==> src/rtl/alu_pkg.sv <==
// alu_pkg: shared types and constants for the arithmetic datapath.
//   op_t     - opcode encoding (ADD, SUB, ADC, SBB)
//   flags_t  - NZCV flag bundle
//   sat_pos / sat_neg - signed saturation limits for a given width, returned
//   in a SAT_MAX_W-bit container; callers keep the low WIDTH bits.
package alu_pkg;

    typedef enum logic [1:0] {
        OP_ADD = 2'b00,
        OP_SUB = 2'b01,
        OP_ADC = 2'b10,
        OP_SBB = 2'b11
    } op_t;

    typedef struct packed {
        logic n;
        logic z;
        logic c;
        logic v;
    } flags_t;

    localparam int SAT_MAX_W = 1024;

    // 100...0 (most negative value) in the low w bits.
    function automatic logic [SAT_MAX_W-1:0] sat_neg(input int w);
        sat_neg = {{(SAT_MAX_W-1){1'b0}}, 1'b1} << (w - 1);
    endfunction

    // 011...1 (most positive value) in the low w bits.
    function automatic logic [SAT_MAX_W-1:0] sat_pos(input int w);
        sat_pos = sat_neg(w) - {{(SAT_MAX_W-1){1'b0}}, 1'b1};
    endfunction

endpackage

==> src/rtl/cla_chunk.sv <==
// cla_chunk: combinational W-bit carry-lookahead slice.
//   a, b  - W-bit addends
//   cin   - carry into bit 0
//   s     - W-bit sum
//   cout  - carry out of the top bit
//   c_msb - carry into the top bit (used for signed overflow)
module cla_chunk
#(
    parameter int W = 8
) (
    input  logic [W-1:0] a,
    input  logic [W-1:0] b,
    input  logic         cin,
    output logic [W-1:0] s,
    output logic         cout,
    output logic         c_msb
);

    logic [W-1:0] g;
    logic [W-1:0] p;
    logic [W:0]   c;
    logic         term;

    assign g = a & b;
    assign p = a ^ b;

    // Every carry is expanded directly in g/p/cin (no ripple through c[i]):
    // c[i+1] = g[i] | p[i]g[i-1] | ... | p[i..0]cin
    always_comb begin
        c    = '0;
        term = 1'b0;
        c[0] = cin;
        for (int i = 0; i < W; i++) begin
            c[i+1] = cin;
            for (int j = 0; j <= i; j++) c[i+1] = c[i+1] & p[j];
            for (int j = 0; j <= i; j++) begin
                term = g[j];
                for (int m = j + 1; m <= i; m++) term = term & p[m];
                c[i+1] = c[i+1] | term;
            end
        end
    end

    assign s     = p ^ c[W-1:0];
    assign cout  = c[W];
    assign c_msb = c[W-1];

endmodule

==> src/rtl/addsub_pipe.sv <==
// addsub_pipe: pipelined WIDTH-bit adder/subtractor, one CHUNK-bit slice per
// stage (NST = WIDTH/CHUNK stages, latency NST), NZCV flags, valid/ready.
//   clk, rst                    - clock, synchronous active-high reset
//   in_valid, in_ready          - input handshake
//   a, b, op, cin, sat          - operands, opcode (ADD/SUB/ADC/SBB), carry-in,
//                                 saturation request
//   out_valid, out_ready        - output handshake
//   y, flag_n/z/c/v             - result and flags (registered)
// Optional feature: define ADDSUB_SAT_EN to enable signed saturation when the
// beat's sat bit is set; otherwise sat is ignored.
module addsub_pipe
    import alu_pkg::*;
#(
    parameter int WIDTH = 16,
    parameter int CHUNK = 8
) (
    input  logic             clk,
    input  logic             rst,
    input  logic             in_valid,
    output logic             in_ready,
    input  logic [WIDTH-1:0] a,
    input  logic [WIDTH-1:0] b,
    input  logic [1:0]       op,
    input  logic             cin,
    input  logic             sat,
    output logic             out_valid,
    input  logic             out_ready,
    output logic [WIDTH-1:0] y,
    output logic             flag_n,
    output logic             flag_z,
    output logic             flag_c,
    output logic             flag_v
);

    localparam int NST = WIDTH / CHUNK;

`ifdef ADDSUB_SAT_EN
    localparam logic [SAT_MAX_W-1:0] SAT_POS_W = sat_pos(WIDTH);
    localparam logic [SAT_MAX_W-1:0] SAT_NEG_W = sat_neg(WIDTH);
    localparam logic [WIDTH-1:0]     SAT_POS   = SAT_POS_W[WIDTH-1:0];
    localparam logic [WIDTH-1:0]     SAT_NEG   = SAT_NEG_W[WIDTH-1:0];
`endif

    // One pipeline word. Operands travel the whole way so each stage can pick
    // its own slice; s fills in from the bottom one slice per stage.
    // f.c is the running carry and f.z the running all-zero bit; f.n and f.v
    // are only meaningful once the final stage has written them.
    typedef struct packed {
        logic [WIDTH-1:0] a;
        logic [WIDTH-1:0] b;
        logic [WIDTH-1:0] s;
        op_t              op;
        logic             sat;
        flags_t           f;
    } stage_t;

    stage_t           stage_q [NST];
    stage_t           src     [NST];
    stage_t           nxt     [NST];
    logic [NST-1:0]   vld_pipe;
    logic [NST-1:0]   cmsb;
    stage_t           in_beat;
    op_t              op_e;
    logic             stall;

    assign op_e = op_t'(op);

    // Operand preparation: subtraction is a + ~b + carry-in (ARM-style
    // carry, C=1 means no borrow).
    always_comb begin
        in_beat     = '0;
        in_beat.a   = a;
        in_beat.b   = (op_e == OP_SUB || op_e == OP_SBB) ? ~b : b;
        in_beat.op  = op_e;
        in_beat.sat = sat;
        in_beat.f.z = 1'b1;
        case (op_e)
            OP_ADD:  in_beat.f.c = 1'b0;
            OP_SUB:  in_beat.f.c = 1'b1;
            default: in_beat.f.c = cin;
        endcase
    end

    for (genvar k = 0; k < NST; k++) begin : g_stage
        logic [CHUNK-1:0] s_k;
        logic             cout_k;
        stage_t           nxt_k;

        if (k == 0) begin : g_src_in
            assign src[k] = in_beat;
        end else begin : g_src_reg
            assign src[k] = stage_q[k-1];
        end

        cla_chunk #(.W(CHUNK)) u_cla (
            .a     (src[k].a[k*CHUNK +: CHUNK]),
            .b     (src[k].b[k*CHUNK +: CHUNK]),
            .cin   (src[k].f.c),
            .s     (s_k),
            .cout  (cout_k),
            .c_msb (cmsb[k])
        );

        always_comb begin
            nxt_k                      = src[k];
            nxt_k.s[k*CHUNK +: CHUNK]  = s_k;
            nxt_k.f.c                  = cout_k;
            nxt_k.f.z                  = src[k].f.z & ~(|s_k);
            if (k == NST - 1) begin
                nxt_k.f.n = s_k[CHUNK-1];
                nxt_k.f.v = cmsb[k] ^ cout_k;
`ifdef ADDSUB_SAT_EN
                // Clamp toward the sign of A; V and C keep the raw result.
                if (src[k].sat && (cmsb[k] ^ cout_k)) begin
                    nxt_k.s   = src[k].a[WIDTH-1] ? SAT_NEG : SAT_POS;
                    nxt_k.f.n = src[k].a[WIDTH-1];
                    nxt_k.f.z = 1'b0;
                end
`endif
            end
        end

        assign nxt[k] = nxt_k;
    end

    assign out_valid = vld_pipe[NST-1];
    assign stall     = out_valid && !out_ready;
    assign in_ready  = !stall;

    // Stall freezes everything; otherwise every stage (bubbles included)
    // advances, and stage 0 captures the input beat when in_valid is high.
    always_ff @(posedge clk) begin
        if (rst) begin
            vld_pipe <= '0;
            for (int k = 0; k < NST; k++) stage_q[k] <= '0;
        end else if (!stall) begin
            vld_pipe[0] <= in_valid;
            for (int k = 1; k < NST; k++) vld_pipe[k] <= vld_pipe[k-1];
            for (int k = 0; k < NST; k++) stage_q[k] <= nxt[k];
        end
    end

    assign y      = stage_q[NST-1].s;
    assign flag_n = stage_q[NST-1].f.n;
    assign flag_z = stage_q[NST-1].f.z;
    assign flag_c = stage_q[NST-1].f.c;
    assign flag_v = stage_q[NST-1].f.v;

    // Operands, op and sat are dead once the last stage is written.
    logic unused_ok;
    assign unused_ok = ^{stage_q[NST-1].a, stage_q[NST-1].b,
                         stage_q[NST-1].op, stage_q[NST-1].sat, cmsb};

endmodule

==> config.mk <==
export PLATFORM = sky130hd
export DESIGN_NAME = addsub_pipe
export DESIGN_NICKNAME = d
export VERILOG_FILES = /design/src/rtl/alu_pkg.sv /design/src/rtl/cla_chunk.sv /design/src/rtl/addsub_pipe.sv
export SDC_FILE = /design/constraint.sdc
export NUM_CORES = 1
export LEC_CHECK = 0
export CORE_UTILIZATION = 34
export DETAILED_ROUTE_END_ITERATION = 10
export SLEW_MARGIN = 20
export SYNTH_ARGS = -nofsm -noshare
export SYNTH_HDL_FRONTEND = slang
export SYNTH_SLANG_ARGS = --single-unit
export TNS_END_PERCENT = 100
==> constraint.sdc <==
create_clock -name clk -period 3.46 [get_ports clk]
set_input_delay 0.346 -clock clk [delete_from_list [all_inputs] [get_ports clk]]
set_output_delay 0.346 -clock clk [all_outputs]
set_load 0.01 [all_outputs]
== Word-level counts from Yosys, hierarchy flattened ==
Memory sizes are Yosys's and may differ from the RTL's.
Index checks and enable logic that the tools add are counted.
Word-level totals
  flip-flop bits (word level): 2
  memory bits (writable): 110
  input bits: 40
  output and inout bits: 22
  word-level logic and storage cells: 177
  memories: 1
Cells by class
  equal/unequal tests: 2
  multiplexer cells: 9
  bitwise gates (word level): 157
  reductions and logical operators: 7
Memory list
  stage_q: words 2, bits a word 55, read ports 2, clocked after Yosys merged registers in 0, write ports 2, line addsub_pipe.sv:57  | stage_t stage_q [NST];
Operators with widths (count)
  $mux W55: 2
  $or A1 B1 Y1: 74
  $and A1 B1 Y1: 73
  $xor A8 B8 Y8: 4
  $and A8 B8 Y8: 2
  $mux W16: 1
  $not A16 Y16: 1
  $reduce_or A8 Y1: 2
  $mux W1: 5
  $eq A2 B1 Y1 const B: 1
  $eq A2 B2 Y1 const B: 1
  $logic_not A1 Y1: 2
  $logic_not A2 Y1: 1
  $not A1 Y1: 2
  $pmux W1 S2: 1
  $logic_and A1 B1 Y1: 1
  $logic_or A1 B1 Y1: 1
  $xor A1 B1 Y1: 1

== Logic depth before layout (Yosys ltp) ==
  depth after elaboration: 22
  gate-level depth with buffers: 9
  depth with buffers taken out: 8

== Cells and area by module ==
A second synthesis with hierarchy kept.
Unflattened totals
  cells, all modules: 212
  area total of the unflattened synthesis: 2733.9 sq um
By module, submodules not included
  addsub_pipe: times used 1, cells an instance 132, area an instance 2040.7 sq um, sequential area each 1391.3 sq um
  cla_chunk: times used 2, cells an instance 40, area an instance 346.6 sq um, sequential area each 0.0 sq um

== Worst setup path before layout ==
No wires, ideal clock.
  path kind: input -> register
  from: input op[0]
  to: memory stage_q[0][2] (netlist name) (data pin)
  setup time: 180 ps
  data arrival time: 2585 ps
  required time: 3280 ps
  setup slack: 695 ps
  stages on the path: 9
  buffers on the path: 2
  cell sequence: clkbuf_1 -> buf_2 -> xor2_1 -> ha_1 -> a21oi_1 -> a21oi_1 -> o31a_1 -> or3_1 -> a221oi_1
RTL lines
  start, declared: line addsub_pipe.sv:23  | input logic [1:0] op,
  end, declared: line addsub_pipe.sv:57

==> metrics <==
I/O pins 62; crit start category primary input; DP Cell Count 364; Worst setup startpoint op[0]; yosys warns 0; FF+latch count, synth 47; busiest grt layer met2; Util after Layout 46.35%; Post-Route WL 4.185 mm; clk slew on worst S/H paths 0.08 ns; die area 7925 um2; antenna-violating nets left 0; commonest non-fill, non-tap cell in the layout clkdlybuf4s50_1; Placed Instance Area 3289 um2; Slew @ Worst Pin 0.5983 ns; Synth Cell Area 2575 um2; syn_nets 270; NumNets Final 332; initial drt markers 62; largest net degree at the start of global routing 46; Fin Clk Skew 0.008767 ns; post-cts resize count 0; min Tclk post-route 2.771 ns; top_reg_cell synth edfxtp_1; layout cell share with drive strength beyond 1 7.692%; min-delay src vld_pipe[0]; Post-Syn Instances 210; Hold Vio Cnt, Final 0; Leak 1.350 nW; DR vias/cell 4.441; Rows 31; Period Utilization, post-route 80.08%; most frequent cells in the layout clkdlybuf4s50_1, edfxtp_1, nor2_1, and2_1, ha_1; clk_lat worst skew 0.29 ns; synth unique cells 42; Synth area leaders edfxtp_1, ha_1, and2_1; n_diodes 0; maximum VDD drop 0.1652 mV; Vert. Die Dim 89.03 um; Hold Buf Count CTS 0; crit path DAT 2.88 ns; DR vias 1,652; GR Util met1 16.31%; Slew Limit Fails 0; reg2reg start stage_q[0][47]; CP max FO 4; CTS tree done; initial antenna violation count 0; CP most frequent cell ha_1; Initial Util 35.31%; Setup crit end kind register; CTS root buf clkbuf_8; WL/cell 11.25 um; met2 usage 17.55%; Setup CP Type in2reg; Synth top area share 52.48%; Post-synth EDFFs 45; GR Overflow Total 0; overall routing resource usage 11.65%; Cell Count, Final, Fillers Out 372; residual DRC count 0; normalized max-slew margin 60.11%; leading area contributor after synthesis edfxtp_1; # setup viols final 0; max frequency 360.9 MHz; vias in the first global route 1,506; post-route cell area 3379 um2; H-tree levels 2; Async SR Flop Fraction 0%; postcts setup bufs 0; RSZ-0062 raised after global routing false; TNS Setup 0 ns; Core Footprint 7292 um2; hold_ws 0.4849 ns; P&R area growth vs syn 31.24%; synthesized area per cell 12.26 um2; Pwr Density 405.1 nW/um2; max-cap violations 0; Post-DP HPWL 3.145 mm; sequential fraction of the synthesis area 54.03%; clk sinks 47; die width 89.03 um; status completed; Hold Path Class reg2reg; first-pass GRT wire length 6.969 mm; M3 GR Usage 2.493%; CTS Buf Count 5; Critical-path top delay cell clkdlybuf4s50_1; CP required 3.57 ns; Longest Clk Path Bufs 2; GPL Wtd Cong 0.7195; crit-path cells clkdlybuf4s50_1, xor2_1, ha_1, ha_1, o211ai_1, a21oi_1, o31a_1, or3_1, a221oi_1; max incr delay on CP 0.51 ns; PortBufs 60; drt pass-1 iters 4
power breakdown:
| group | total, W | internal, W | switching, W |
|---|---|---|---|
| Clock | 0.000315 | 0.000141 | 0.000174 |
| Combinational | 0.000342 | 0.000188 | 0.000154 |
| Sequential | 0.000711 | 0.000694 | 0.0000171 |
| Total | 0.00137 | 0.00102 | 0.000345 |
layer usage:
layer / vias up / wire [um]
met5: - / 0
met2: 44 / 1833
met3: 4 / 195
met4: 0 / 76
met1: 733 / 2080
li1: 871 / -
state kept, by name (all words and copies together), names as in the netlist:
name,cells
stage_q,45
vld_pipe,2
per-stage QoR:
stage,setup WS [ns],total power [W]
after global placement,0.4332,0.001067
after global routing,0.4747,0.001453
after detailed placement,0.3902,0.001071
after floorplan,0.6947,0.0009298
final,0.6893,0.001369
after CTS,0.6939,0.001383
synth_stat cells (2+ instances only):
cell and count:
edfxtp_1 45, nor2_1 25, and2_1 19, ha_1 18
xnor2_1 13, xor2_1 11, a21oi_1 8, clkbuf_1 6
inv_1 5, nand2_1 5, nor3_1 5, o21a_1 5
and3_1 3, nor2b_1 3, o211ai_1 3, o21ai_0 3
or3_1 3, dfxtp_1 2, fa_1 2, nand2b_1 2
nand3_1 2, or2_2 2
cells by family after synthesis:
family	after synthesis	synth area share, %
AOI/OAI and AO/OA	28	8.406
xor gates and xnor gates	24	8.163
adders and majority gates	20	10.30
buffers and inverters	13	2.089
DFF	47	54.03
muxes	2	0.8260
and+or+nand+nor	76	16.18
worst paths after layout:
check	end	slack, ns	cells after the start
setup / recovery	stage_q[0][2]	0.69	9
hold / removal	vld_pipe[1]	0.48	2
setup reg to reg	stage_q[0][57]	1.13	7
hold reg to reg	vld_pipe[1]	0.48	2
final cells by class:
type / instances / area [um2]
inverter: 5 / 18.77
tap: 99 / 123.9
clock inverter: 2 / 12.51
multi-input combinational: 150 / 1137
timing repair buffer: 63 / 623.1
fill: 716 / 3913
sequential: 47 / 1391
clock buffer: 6 / 72.57
worst max-delay path, delay by kind of cell:
family	cells	cell delay, ns
compound gates	4	1.05
buf+inv	1	0.51
fa+ha+maj	2	0.45
simple gates	1	0.33
xor+xnor	1	0.19
No activity file was read; power rests on OpenSTA's default activity.
